**config.mk**
```make
export PLATFORM = sky130hd
export DESIGN_NAME = serial_subtractor_flat
export DESIGN_NICKNAME = d
export VERILOG_FILES = /design/src/rtl/laplace_pkg.sv /design/src/rtl/serial_subtractor_if.sv /design/src/rtl/full_subtractor.sv /design/src/rtl/serial_subtractor.sv /design/src/flat_wrapper.sv
export SDC_FILE = /design/constraint.sdc
export NUM_CORES = 1
export LEC_CHECK = 0
export BUFFER_PORTS_ARGS = -buffer_cell sky130_fd_sc_hd__buf_2
export CORE_ASPECT_RATIO = 1.25
export CORE_MARGIN = 5
export CORE_UTILIZATION = 59
export DETAILED_ROUTE_END_ITERATION = 10
export PLACE_DENSITY = 0.85
export SLEW_MARGIN = 20
export SYNTH_ARGS = -nofsm -noshare
export SYNTH_HDL_FRONTEND = slang
export SYNTH_SLANG_ARGS = --single-unit
export TNS_END_PERCENT = 30
```
**constraint.sdc**
```tcl
create_clock -name clk -period 3.2 [get_ports clk]
set_input_delay 0.64 -clock clk [delete_from_list [all_inputs] [get_ports clk]]
set_output_delay 0.64 -clock clk [all_outputs]
set_load 0.005 [all_outputs]
```
**src/rtl/laplace_pkg.sv**
```systemverilog
// Shared definitions for the Laplace filter datapath.
//   PIX_W   : default pixel/datapath width
//   state_e : control states of the bit-serial subtractor
package laplace_pkg;

  localparam int unsigned PIX_W = 8;

  typedef enum logic [1:0] {
    IDLE,
    SHIFT,
    DONE
  } state_e;

endpackage

```
**src/rtl/serial_subtractor_if.sv**
```systemverilog
// Handshake and result bundle for the bit-serial subtractor.
//   master : drives start/a/b, observes ready/busy/done and the result
//   slave  : the subtractor side
interface serial_subtractor_if #(
  parameter int unsigned WIDTH = laplace_pkg::PIX_W
) ();

  logic             start;
  logic [WIDTH-1:0] a;
  logic [WIDTH-1:0] b;
  logic             ready;
  logic             busy;
  logic             done;
  logic [WIDTH-1:0] diff;
  logic             borrow;
  logic             overflow;

  modport master (
    output start, a, b,
    input  ready, busy, done, diff, borrow, overflow
  );

  modport slave (
    input  start, a, b,
    output ready, busy, done, diff, borrow, overflow
  );

endinterface

```
**src/rtl/full_subtractor.sv**
```systemverilog
// Single-bit full subtractor cell: d = a - b - bin.
//   a, b, bin : minuend bit, subtrahend bit, borrow in
//   d, bout   : difference bit, borrow out
module full_subtractor (
  input  logic a,
  input  logic b,
  input  logic bin,
  output logic d,
  output logic bout
);

  always_comb begin
    d    = a ^ b ^ bin;
    bout = (~a & b) | (~(a ^ b) & bin);
  end

endmodule

```
**src/rtl/serial_subtractor.sv**
```systemverilog
// Bit-serial two's-complement subtractor, LSB first, one bit per clock.
//   clk : rising-edge clock
//   rst : synchronous active-high reset
//   bus : slave side of serial_subtractor_if (start/a/b in; ready/busy/done,
//         diff/borrow/overflow out). Results are held until the next op completes.
module serial_subtractor
  import laplace_pkg::*;
#(
  parameter int unsigned WIDTH = PIX_W
) (
  input  logic                 clk,
  input  logic                 rst,
  serial_subtractor_if.slave   bus
);

  localparam int unsigned CntW = $clog2(WIDTH);
  localparam logic [CntW-1:0] LastBit = CntW'(WIDTH - 1);

  state_e state_q, state_d;

  logic [WIDTH-1:0] a_sr_q, a_sr_d;
  logic [WIDTH-1:0] b_sr_q, b_sr_d;
  logic [WIDTH-1:0] res_q, res_d;
  logic [WIDTH-1:0] diff_q, diff_d;
  logic [CntW-1:0]  cnt_q, cnt_d;
  logic             bin_q, bin_d;
  logic             borrow_q, borrow_d;
  logic             ovf_q, ovf_d;
  logic             a_msb_q, a_msb_d;
  logic             b_msb_q, b_msb_d;

  logic fs_d, fs_bout;

  full_subtractor u_fs (
    .a    (a_sr_q[0]),
    .b    (b_sr_q[0]),
    .bin  (bin_q),
    .d    (fs_d),
    .bout (fs_bout)
  );

  always_comb begin
    state_d  = state_q;
    a_sr_d   = a_sr_q;
    b_sr_d   = b_sr_q;
    res_d    = res_q;
    diff_d   = diff_q;
    cnt_d    = cnt_q;
    bin_d    = bin_q;
    borrow_d = borrow_q;
    ovf_d    = ovf_q;
    a_msb_d  = a_msb_q;
    b_msb_d  = b_msb_q;

    case (state_q)
      IDLE: begin
        if (bus.start) begin
          a_sr_d  = bus.a;
          b_sr_d  = bus.b;
          a_msb_d = bus.a[WIDTH-1];
          b_msb_d = bus.b[WIDTH-1];
          bin_d   = 1'b0;
          cnt_d   = '0;
          state_d = SHIFT;
        end
      end

      SHIFT: begin
        res_d  = {fs_d, res_q[WIDTH-1:1]};
        a_sr_d = a_sr_q >> 1;
        b_sr_d = b_sr_q >> 1;
        bin_d  = fs_bout;
        if (cnt_q == LastBit) begin
          // Commit on the edge that enters DONE; the last bit is the sign bit.
          diff_d   = {fs_d, res_q[WIDTH-1:1]};
          borrow_d = fs_bout;
          ovf_d    = (a_msb_q ^ b_msb_q) & (fs_d ^ a_msb_q);
          state_d  = DONE;
        end else begin
          cnt_d = cnt_q + 1'b1;
        end
      end

      DONE: begin
        state_d = IDLE;
      end

      default: begin
        state_d = IDLE;
      end
    endcase
  end

  always_ff @(posedge clk) begin
    if (rst) begin
      state_q <= IDLE;
    end else begin
      state_q <= state_d;
    end
  end

  always_ff @(posedge clk) begin
    if (rst) begin
      a_sr_q   <= '0;
      b_sr_q   <= '0;
      res_q    <= '0;
      diff_q   <= '0;
      cnt_q    <= '0;
      bin_q    <= 1'b0;
      borrow_q <= 1'b0;
      ovf_q    <= 1'b0;
      a_msb_q  <= 1'b0;
      b_msb_q  <= 1'b0;
    end else begin
      a_sr_q   <= a_sr_d;
      b_sr_q   <= b_sr_d;
      res_q    <= res_d;
      diff_q   <= diff_d;
      cnt_q    <= cnt_d;
      bin_q    <= bin_d;
      borrow_q <= borrow_d;
      ovf_q    <= ovf_d;
      a_msb_q  <= a_msb_d;
      b_msb_q  <= b_msb_d;
    end
  end

  // ready is masked by rst so a start during reset is never advertised as accepted.
  assign bus.ready    = (state_q == IDLE) & ~rst;
  assign bus.busy     = (state_q == SHIFT);
  assign bus.done     = (state_q == DONE);
  assign bus.diff     = diff_q;
  assign bus.borrow   = borrow_q;
  assign bus.overflow = ovf_q;

endmodule
```
**src/flat_wrapper.sv**
```systemverilog
// flat-port wrapper written by rule: the top's interface ports become plain ports
module serial_subtractor_flat import laplace_pkg::*;
#(
  parameter int unsigned WIDTH = PIX_W
)
  (clk, rst, bus_start, bus_a, bus_b, bus_ready, bus_busy, bus_done, bus_diff, bus_borrow, bus_overflow);
  serial_subtractor_if #(.WIDTH(WIDTH)) bus_i ();
  input  logic clk;
  input  logic rst;
  input wire logic [$bits(bus_i.start)-1:0] bus_start;
  input wire logic [$bits(bus_i.a)-1:0] bus_a;
  input wire logic [$bits(bus_i.b)-1:0] bus_b;
  output wire logic [$bits(bus_i.ready)-1:0] bus_ready;
  output wire logic [$bits(bus_i.busy)-1:0] bus_busy;
  output wire logic [$bits(bus_i.done)-1:0] bus_done;
  output wire logic [$bits(bus_i.diff)-1:0] bus_diff;
  output wire logic [$bits(bus_i.borrow)-1:0] bus_borrow;
  output wire logic [$bits(bus_i.overflow)-1:0] bus_overflow;
  assign bus_i.start = bus_start;
  assign bus_i.a = bus_a;
  assign bus_i.b = bus_b;
  assign bus_ready = bus_i.ready;
  assign bus_busy = bus_i.busy;
  assign bus_done = bus_i.done;
  assign bus_diff = bus_i.diff;
  assign bus_borrow = bus_i.borrow;
  assign bus_overflow = bus_i.overflow;
  serial_subtractor #(.WIDTH(WIDTH)) u_core (.clk(clk), .rst(rst), .bus(bus_i));
endmodule
```
## Yosys cells after proc, flatten, opt, wreduce, memory -nomap -nowiden

Index checks and enable logic that the tools add are counted.

| operators by class | value |
|---|---|
| add/subtract/negate cells | 1 |
| multipliers | 0 |
| divide/modulo/power cells | 0 |
| magnitude comparators | 0 |
| eq/ne operators | 6 |
| shift operators | 0 |
| mux-type cells | 12 |
| bitwise operators | 12 |
| reduce and logical (&&, ||, !) cells | 7 |

Operators with widths:

| kind | count |
|---|---|
| $pmux 8 s2 | 2 |
| $mux 8 | 2 |
| $reduce_and 2->1 | 4 |
| $mux 3 | 2 |
| $pmux 3 s2 | 1 |
| $and 1x1->1 | 4 |
| $mux 2 | 2 |
| $ne 2x2->1 const B | 2 |
| $pmux 2 s2 | 1 |
| $xor 1x1->1 | 4 |
| $add 3x1->3 const B | 1 |
| $eq 3x3->1 const B | 1 |
| $not 1->1 | 3 |
| $reduce_and 3->1 | 1 |
| $eq 2x1->1 const B | 1 |
| $eq 2x2->1 const B | 1 |
| $logic_not 2->1 | 1 |
| $ne 2x1->1 const B | 1 |
| $pmux 1 s2 | 1 |
| $reduce_bool 2->1 | 1 |
| $mux 1 | 1 |
| $or 1x1->1 | 1 |

| storage, ports and cells | value |
|---|---|
| flip-flop bits (word level) | 42 |
| latch bits | 0 |
| memory bits (writable) | 0 |
| memory bits (read-only) | 0 |
| input bits | 19 |
| logic and storage cells | 49 |
| memories | 0 |

## Logic depth before layout (Yosys ltp)

Gate-level depths: netlist of run 1.

| logic depth | value |
|---|---|
| depth in word-level cells | 5 |
| mapped depth | 7 |
| mapped depth without buffers | 5 |

## Cells and area by module

A second synthesis of run 1 with hierarchy kept.

| second synthesis, totals | value |
|---|---|
| cell total of the unflattened synthesis | 196 |
| area, all modules | 1800.5 sq um |

By module, submodules not included:

| module | instances | cells each | area an instance (sq um) | sequential area each (sq um) |
|---|---|---|---|---|
| serial_subtractor | 1 | 192 | 1769.2 | 820.8 |
| full_subtractor | 1 | 4 | 31.3 | 0.0 |

## Worst setup path before layout of run 1

OpenSTA, ideal clock, no wires.

| timing path | value |
|---|---|
| path kind | input-to-output |
| start | input port rst |
| end | output port bus_ready |
| data arrival time | 1.088 ns |
| setup slack | 1.472 ns |
| cell stages on the path | 3 |
| path buffers | 2 |
| path through | clkbuf_8 > clkbuf_8 > nor3_1 |

| between the ends | value |
|---|---|
| cells in the longest elaborated chain, start to end | 2 |

RTL lines:

| element | line | text |
|---|---|---|
| start, declared | flat_wrapper.sv:9 | `input logic rst;` |
| $not 1->1 | serial_subtractor.sv:129 | `assign bus.ready = (state_q == IDLE) & ~rst;` |
| $and 1x1->1 | serial_subtractor.sv:129 |  |
| end, declared | flat_wrapper.sv:13 | `output wire logic [$bits(bus_i.ready)-1:0] bus_ready;` |

Every way passes these cells.

## Final worst setup path of run 1

| timing path | value |
|---|---|
| start | register u_core.state_q[1] |
| end | output port bus_busy |

| between the ends | value |
|---|---|
| cells in the longest elaborated chain, start to end | 1 |

RTL lines:

| element | line | text |
|---|---|---|
| start, declared | serial_subtractor.sv:19 | `state_e state_q, state_d;` |
| start signal, assigned | serial_subtractor.sv:98 | `state_q <= state_d;` |
| $eq 2x1->1 | serial_subtractor.sv:130 | `assign bus.busy = (state_q == SHIFT);` |
| end, declared | flat_wrapper.sv:14 | `output wire logic [$bits(bus_i.busy)-1:0] bus_busy;` |

Every way passes these cells.

==> results of run 1 <==
==> how the worst max path moves through the flow <==
stage,end,depth (start not counted)
finish,bus_busy,3
global route,bus_busy,3
CTS,bus_busy,3
detailed placement,bus_busy,3
global placement,bus_busy,4
floorplan,bus_ready,3
==> cells in the mapped netlist <==
library cell / instances / area share
fa_1: 1 / 0.011
clkbuf_8: 2 / 0.015
ha_1: 2 / 0.013
o21ba_1: 1 / 0.0054
a21oi_1: 12 / 0.032
a211oi_2: 13 / 0.087
buf_12: 1 / 0.011
buf_2: 1 / 0.0027
buf_4: 2 / 0.0080
nor3_2: 1 / 0.0054
nand3b_2: 1 / 0.0060
clkinv_1: 1 / 0.0020
a211oi_1: 4 / 0.016
nand3_1: 4 / 0.011
nor3_1: 1 / 0.0027
nand2b_1: 3 / 0.010
a2bb2oi_1: 1 / 0.0047
a31oi_1: 3 / 0.010
clkbuf_1: 3 / 0.0060
nor3b_2: 1 / 0.0067
mux2i_1: 14 / 0.075
inv_1: 2 / 0.0040
nand2_1: 35 / 0.070
a21oi_2: 8 / 0.038
and3b_4: 1 / 0.0067
o21ai_0: 2 / 0.0054
dfxtp_1: 41 / 0.44
o21bai_1: 1 / 0.0040
and3b_1: 1 / 0.0047
buf_6: 6 / 0.036
nor2b_1: 1 / 0.0034
nor2_1: 21 / 0.042
nor4b_1: 1 / 0.0047
==> cell type report <==
| cell class | count | area share |
|---|---|---|
| Inverter | 3 | 0.00556 |
| Tap cell | 36 | 0.0222 |
| Clock inverter | 1 | 0.0148 |
| Multi-Input combinational cell | 133 | 0.438 |
| Sequential cell | 41 | 0.405 |
| Timing Repair Buffer | 34 | 0.0877 |
| Clock buffer | 7 | 0.0272 |
==> worst reg2reg max path, stage by stage (launching register included) <==
cell and delay (ns):
dfxtp_1 0.40, ha_1 0.17, ha_1 0.31, and3b_4 0.35, nor2_1 0.08, a211oi_2 0.18
==> metal layers <==
metal,wire [um],track usage,vias to the layer above,part of all wire
met5,0,0,-,0
met4,29,0.0739,0,0.0088
met3,179,0.0690,2,0.054
met2,1570,0.262,32,0.48
met1,1520,0.201,636,0.46
li1,-,-,712,-
==> registers in the layout, indices dropped and copies added, names as in the netlist, 2 cells and up <==
register,cells
u_core.state_q,2
u_core.a_sr_q,8
u_core.res_q,7
u_core.bus.diff,8
u_core.cnt_q,3
u_core.b_sr_q,8
==> metrics by stage <==
| step | power, mW | std cells | utilization | worst slack, ns |
|---|---|---|---|---|
| 6_report | 1.00 | 255 | 0.676 | 0.879 |
| 5_1_grt | 1.05 | 255 | 0.676 | 0.728 |
| 4_1_cts | 1.02 | 255 | 0.676 | 0.860 |
| 3_5_place_dp | 0.672 | 247 | 0.647 | 1.27 |
| 3_3_place_gp | 0.668 | 247 | 0.647 | 1.32 |
| 2_1_floorplan | 0.655 | 192 | - | 1.47 |
==> logic make-up after synthesis <==
group,Yosys count,synth area share
mux,14,0.0751
flops,41,0.440
buf+inv,18,0.0845
compound gates,45,0.203
simple gates,71,0.174
fa+ha+maj,3,0.0241
==> where the power goes <==
part | switching [mW] | leakage, nW | internal, mW
registers | 0.0128 | 0.335 | 0.533
logic | 0.0642 | 0.417 | 0.0493
clock network | 0.156 | 0.0455 | 0.187
total | 0.233 | 0.798 | 0.769
==> impl_metrics.json, run 1 <==
{
  "status": "finished clean",
  "die_area_um2": 4390,
  "viasPerCell": 5.42,
  "die_h_um": 72.9,
  "cts.clk_slew.worst_paths_ns": 0.12,
  "cts-resized-gates": 0,
  "drive_gt1_frac": 0.301,
  "grt_usage": 0.168,
  "rsz0062_at_grt": "no",
  "antenna_cells": 0,
  "hold_depth": 2,
  "antenna_found_initial": 0,
  "cts_root_buffer": "clkbuf_4",
  "worstHoldEndpoint": "u_core.res_q[1]$_SDFFE_PP0N_",
  "start_util": 0.622,
  "ys_ff_latch": 41,
  "syn_area_um2": 1870,
  "p_per_area_nw_per_um2": 494,
  "via_count": 1382,
  "hold_viol_final": 0,
  "io_buffers": 31,
  "crit_path_end_kind": "output port",
  "drt_first_iter_violations": 56,
  "yosysSeqAreaShare": 0.440,
  "setup_tns_ns": 0,
  "mostFrequentLayoutCells": "dfxtp_1 (41), nand2_1 (35), buf_2 (31), nor2_1 (21), mux2i_1 (14)",
  "die_x_um": 60.3,
  "cts_buffers": 5,
  "htree_num_levels": 2,
  "holdBufCountCts": 0,
  "cp_num_buf_inv": 2,
  "cts_sinks": 41,
  "ctsLongestPathBuffers": 2,
  "min_from": "u_core.res_q[1]$_SDFFE_PP0N_",
  "crit_required_ns": 2.56,
  "ant_nets": 0,
  "wire_per_inst_um": 12.9,
  "final_nets": 240,
  "timing.rr.start": "u_core.cnt_q[0]$_SDFFE_PP0P_",
  "max_stage_delay_ns": 0.54,
  "grt_pass1_vias": 1257,
  "slew_violations": 0,
  "period_needed_ns": 2.32,
  "core_um2": 3000,
  "crit_fanout": 12,
  "max-slew-margin-rel": 0.645,
  "whs_ns": 0.477,
  "crit_type": "register to output port",
  "grt.overflow.total": 0,
  "route.detailed.drc": 0,
  "reg2reg_depth": 5,
  "clkLatencyLatePin_ns": 0.34,
  "peakVddDrop_uv": 388,
  "io_pins": 32,
  "syn_area_per_cell_um2": 9.72,
  "tightestPinTransition_ns": 0.532,
  "drt-total-wl_um": 3290,
  "gp_congestion": 0.739,
  "cts_tree": "done",
  "multi_input_area_um2": 887,
  "n_fill_cell": 259,
  "regArea_um2": 821,
  "grt_pass1_wl_um": 5530,
  "final_common_cell": "dfxtp_1",
  "slowest_stage": "dfxtp_1",
  "synthesis.nets": 214,
  "first_pass_iters": 4,
  "skew_ns": 0.0111,
  "fin_area_um2": 2030,
  "crit_chain": "nand2b_1 > clkinv_1 > buf_2",
  "area_growth_pct": 8.65,
  "arrival_ns": 1.68,
  "fmax_mhz": 431,
  "yosysUniqueCellTypes": 33,
  "yosys_warnings": 0,
  "post-route-period-util": 0.725,
  "power.leakage_nw": 0.798,
  "placed_area_um2": 1940,
  "timing.rr.end": "u_core.bus.borrow$_SDFFE_PP0P_",
  "hp-class": "register to register",
  "cp_top_family": "flip-flops",
  "row_count": 22,
  "r2r_slack_ns": 1.65,
  "syn_inst": 192,
  "post-dp-hpwl_um": 2260,
  "setup.worst_path.start": "u_core.state_q[1]$_SDFFE_PP0P_",
  "post_cts_buffers": 0,
  "setup_viol": 0,
  "cap_violations": 0,
  "grt_max_degree": 42,
  "critPathLaunchType": "register"
}
No activity file was read; power rests on OpenSTA's default activity.
==> run 2, diff against run 1 <==
ABC_AREA = 1   (was not set)
CORE_UTILIZATION = 55   (was 59)
PLACE_DENSITY = 0.8   (was 0.85)
clock period = 2.35 ns   (was 3.2 ns; I/O delays follow)
==> run 2 against run 1 <==
Against the previous run:
- critical path depth rose by 1
- cell count is 34% higher
- register-to-register slack got worse by 0.87 ns
- via count grew 20%
- clock-buffer cell count down 1
- wire length increased by 9.5%
- final area is 6.1% higher
- combinational power increased by 76%
- area after synthesis grew 4.1%
- critical path type unchanged
==> impl_metrics.json, run 2 <==
{
  "status": "finished clean",
  "clockPowerShare": 0.338,
  "intPower_mw": 1.05,
  "grt_usage": 0.161,
  "synth_commonest_cells": "nand2_1 (87), dfxtp_1 (41), nor2_1 (34), inv_1 (27), a21oi_1 (16)",
  "wire_per_inst_um": 10.5,
  "drt_first_iter_violations": 96,
  "crit_chain": "inv_2 > nor2_2 > buf_4 > buf_2",
  "antenna_found_initial": 0,
  "syn_area_per_cell_um2": 7.09,
  "synth_flop_cell": "dfxtp_1",
  "slowest_stage": "dfxtp_1",
  "first_pass_iters": 4,
  "via_count": 1659,
  "async_reset_ff_frac": 0,
  "row_count": 24,
  "arrival_ns": 1.40,
  "switching_share": 0.275,
  "hp-class": "input port to register",
  "syn_inst": 274,
  "cp_num_cells": 4,
  "n_fill_cell": 318,
  "multi_input_area_um2": 896,
  "crit_path_end_kind": "output port",
  "setup_tns_ns": 0,
  "max_stage_delay_ns": 0.67,
  "cts_sinks": 41,
  "cp_top_family": "flip-flops",
  "clkLatencyLatePin_ns": 0.30,
  "skew_ns": 0.00819,
  "hold_depth": 3,
  "crit_type": "register to output port",
  "cts-resized-gates": 0,
  "yosys_warnings": 0,
  "area_growth_pct": 10.8,
  "die_area_um2": 4830,
  "start_util": 0.562,
  "max-slew-margin-rel": 0.522,
  "yosys-top-cells-area": "dfxtp_1 (42%), nand2_1 (17%), nor2_1 (6.6%)",
  "final_common_cell": "nand2_1",
  "synthesis.nets": 296,
  "peakVddDrop_uv": 505,
  "ctsLongestPathBuffers": 2,
  "gp_congestion": 0.764,
  "grt_pass1_wl_um": 6420,
  "critPathLaunchType": "register",
  "yosysSeqAreaShare": 0.423,
  "mostFrequentLayoutCells": "nand2_1 (87), dfxtp_1 (41), nor2_1 (34), buf_2 (31), inv_1 (27)",
  "post-route-period-util": 0.798,
  "fmax_mhz": 534,
  "switchingPower_mw": 0.399,
  "drive_gt1_frac": 0.244,
  "ys_ff_latch": 41,
  "htree_num_levels": 2,
  "utilization": 0.623,
  "yosysMostFrequentCell": "nand2_1",
  "p_per_area_nw_per_um2": 674,
  "grt_max_degree": 32,
  "pwr-share-comb": 0.137,
  "grt.overflow.total": 0,
  "tightestPinTransition_ns": 0.715,
  "cts_buffers": 5,
  "route.detailed.drc": 0,
  "cts_root_buffer": "clkbuf_8",
  "cp_num_buf_inv": 3,
  "power.leakage_nw": 1.03,
  "post-dp-hpwl_um": 2440,
  "viasPerCell": 4.85,
  "yosys.area.top_type": "dfxtp_1",
  "regArea_um2": 821,
  "yosysUniqueCellTypes": 25,
  "reg2reg_depth": 4,
  "cts.clk_slew.worst_paths_ns": 0.08,
  "io_pins": 32,
  "drt-total-wl_um": 3610,
  "final_nets": 324,
  "io_buffers": 31,
  "core_um2": 3450,
  "die_h_um": 76.4,
  "synth_top_area_frac": 0.423,
  "period_needed_ns": 1.87,
  "die_x_um": 63.1,
  "synth_edf_count": 0,
  "rsz0062_at_grt": "no",
  "cts_tree": "done",
  "cap_violations": 0,
  "crit_fanout": 10,
  "crit_required_ns": 1.88,
  "slew_violations": 0,
  "holdBufCountCts": 0,
  "ant_nets": 0,
  "seq_power_share": 0.525,
  "setup_viol": 0,
  "grt_pass1_vias": 1522,
  "antenna_cells": 0,
  "syn_area_um2": 1940,
  "post_cts_buffers": 0,
  "hold_viol_final": 0
}
[run 2: cell types whose count changed in the layout (fill, tap and decap cells not counted), sizes merged, moves of 2 or more]
cell,change
a21oi,-4
o21ai,+9
a31oi,-3
nand2b,-3
mux2i,-14
nand2,+63
and3b,-2
a211oi,-17
inv,+29
nor2,+28
nand3,+6
[run 2: final cells by class]
cell class,instances,area share
clock buffers,6,0.0384
clock inverters,2,0.00640
inverters,31,0.0553
multi-input cells,190,0.417
flip-flops and latches,41,0.382
well taps,39,0.0227
repair buffers,33,0.0791
[run 2: power groups by stage]
stage               combinational [mW]  clock [mW]  sequential, mW
CTS                              0.201       0.507           0.761
global placement                 0.196           0           0.775
floorplan                        0.173           0           0.766
finish                           0.199       0.490           0.761
global route                     0.232       0.535           0.766
detailed placement               0.201           0           0.776
[run 2: worst paths after layout]
| path | start | to | slack [ns] |
|---|---|---|---|
| max | u_core.state_q[0]$_SDFFE_PP0P_ | bus_busy | 0.48 |
| min | bus_b[7] | u_core.b_msb_q$_SDFFE_PP0P_ | 0.46 |
| max reg2reg | u_core.state_q[0]$_SDFFE_PP0P_ | u_core.bus.diff[1]$_SDFFE_PP0P_ | 0.78 |
| min reg2reg | u_core.bus.diff[5]$_SDFFE_PP0P_ | u_core.bus.diff[5]$_SDFFE_PP0P_ | 0.47 |
[run 2: cell families after synthesis]
kind of cell               after synthesis  synth area share
adders and majority gates                3            0.0232
and+or+nand+nor                        160             0.363
buffers and inverters                   43             0.116
AOI/OAI and AO/OA                       27            0.0754
DFF                                     41             0.423
[run 2: metrics by stage]
stage	hold WS, ns	cell area, um2	power, mW	std cells	worst slack (ns)
final	0.464	2150	1.45	342	0.476
after global routing	0.482	2150	1.53	342	0.393
after CTS	0.455	2150	1.47	342	0.464
after detailed placement	0.455	2050	0.977	334	0.794
after global placement	0.450	2050	0.971	334	0.793
after floorplan	0.433	1940	0.939	274	1.10
[run 2: routing by layer]
metal  global-route usage  wire length (um)
met1                0.182              1610
met2                0.271              1730
met3               0.0546               199
met4               0.0701                63
met5                    0                 0
[run 2: worst reg2reg max path, stage by stage (launching register included)]
cell and delay, ns:
dfxtp_1 0.67, nand3_2 0.33, inv_2 0.22, nand2_1 0.12, o21ai_0 0.17
==> run 3, diff against run 2 <==
clock period = 1.9 ns   (was 2.35 ns; I/O delays follow)
==> run 3 against run 2 <==
Against the previous run:
- sequential power grew 24%
- non-clock buffer count grew 1
- setup slack lost 0.28 ns
- combinational power grew 25%
- cell count grew 0.29%
- critical endpoint unchanged
- hold slack lost 0.077 ns
- utilization grew 1.3 points
- clock-buffer cell count shrank 1
- largest power group unchanged
- critical path type unchanged
==> impl_metrics.json, run 3 (synthesized netlist as in run 2, its figures left out) <==
{
  "first_pass_iters": 4,
  "tightestPinTransition_ns": 0.528,
  "final_nets": 325,
  "critPathLaunchType": "register",
  "core_um2": 3450,
  "holdBufCountCts": 0,
  "skew_ns": 0.00338,
  "crit_type": "register to output port",
  "die_h_um": 76.4,
  "crit_fanout": 9,
  "route.detailed.drc": 0,
  "ctsLongestPathBuffers": 2,
  "area_growth_pct": 13.1,
  "setup_tns_ns": 0,
  "antenna_cells": 0,
  "drive_gt1_frac": 0.247,
  "clockPowerShare": 0.408,
  "r2r_slack_ns": 0.36,
  "wire_per_inst_um": 10.5,
  "cts_tree": "done",
  "io_buffers": 31,
  "fmax_mhz": 586,
  "grt_max_degree": 32,
  "post-route-period-util": 0.899,
  "grt_pass1_wl_um": 6410,
  "seq_power_share": 0.469,
  "max-slew-margin-rel": 0.648,
  "io_pins": 32,
  "cts_root_buffer": "clkbuf_8",
  "slew_violations": 0,
  "setup_viol": 0,
  "status": "finished clean",
  "cts_buffers": 5,
  "power.leakage_nw": 1.06,
  "cap_violations": 0,
  "rsz0062_at_grt": "no",
  "viasPerCell": 4.69,
  "row_count": 24,
  "period_needed_ns": 1.71,
  "cts_sinks": 41,
  "gp_congestion": 0.771,
  "htree_num_levels": 2,
  "pwr-share-comb": 0.124,
  "peakVddDrop_uv": 618,
  "final_common_cell": "nand2_1",
  "switchingPower_mw": 0.480,
  "hold_viol_final": 0,
  "mostFrequentLayoutCells": "nand2_1 (87), dfxtp_1 (41), nor2_1 (34), buf_2 (31), inv_1 (27)",
  "cts.clk_slew.worst_paths_ns": 0.08,
  "switching_share": 0.239,
  "intPower_mw": 1.53,
  "clkLatencyLatePin_ns": 0.29,
  "antenna_found_initial": 0,
  "post-dp-hpwl_um": 2530,
  "ant_nets": 0,
  "drt_first_iter_violations": 49,
  "crit_required_ns": 1.52,
  "power_mw": 2.01,
  "crit_path_end_kind": "output port",
  "start_util": 0.562,
  "p_per_area_nw_per_um2": 914,
  "drt-total-wl_um": 3610,
  "grt_pass1_vias": 1523,
  "cts-resized-gates": 0,
  "die_area_um2": 4830,
  "whs_ns": 0.388,
  "grt_usage": 0.162,
  "grt.overflow.total": 0,
  "die_x_um": 63.1,
  "via_count": 1610,
  "hp-class": "input port to register",
  "arrival_ns": 1.33,
  "post_cts_buffers": 0
}
[run 3: cell count changes in the layout (fill, tap and decap cells not counted), sizes merged]
cell / before / now
buf: 33 / 34
clkbuf: 6 / 5
clkinv: 2 / 1
bufinv: 0 / 2
[run 3: critical path, cell delays in order (launching register included)]
cell and delay (ns):
dfxtp_1 0.66, inv_2 0.06, nor2_2 0.17, buf_2 0.15
[run 3: power groups by stage]
stage / registers, mW / clock network [mW] / logic (mW)
after floorplan: 0.948 / 0 / 0.214
after global placement: 0.959 / 0 / 0.243
after detailed placement: 0.960 / 0 / 0.250
after CTS: 0.941 / 0.836 / 0.251
after global routing: 0.947 / 0.881 / 0.290
final: 0.941 / 0.818 / 0.248
[run 3: final cells by class]
cell class	instances	area [um2]
Clock buffer	5	68.8
Clock inverter	3	65.1
Fill cell	319	1260
Inverter	31	119
Multi-Input combinational cell	190	896
Sequential cell	41	821
Tap cell	39	48.8
Timing Repair Buffer	34	178
[run 3: layer usage]
layer | wire length [um] | part of all wire | GRT usage
met1 | 1680 | 0.47 | 0.184
met2 | 1680 | 0.47 | 0.277
met3 | 199 | 0.055 | 0.0531
met4 | 42 | 0.012 | 0.0573
met5 | 0 | 0 | 0
[run 3: path summary, 6_finish.rpt]
path                                    from                         endpoint  cells past startpoint
max           u_core.state_q[0]$_SDFFE_PP0P_                         bus_busy                      3
min                                 bus_b[7]      u_core.b_msb_q$_SDFFE_PP0P_                      3
max reg2reg   u_core.state_q[0]$_SDFFE_PP0P_  u_core.bus.diff[6]$_SDFFE_PP0P_                      4
min reg2reg  u_core.bus.diff[0]$_SDFFE_PP0P_  u_core.bus.diff[0]$_SDFFE_PP0P_                      2
[run 3: through the flow]
step	utilization	setup slack (ns)	std cells	area, um2
2_1_floorplan	-	0.649	274	1940
3_3_place_gp	0.597	0.439	335	2060
3_5_place_dp	0.597	0.359	335	2060
4_1_cts	0.636	0.161	343	2200
5_1_grt	0.636	0.0667	343	2200
6_report	0.636	0.193	343	2200
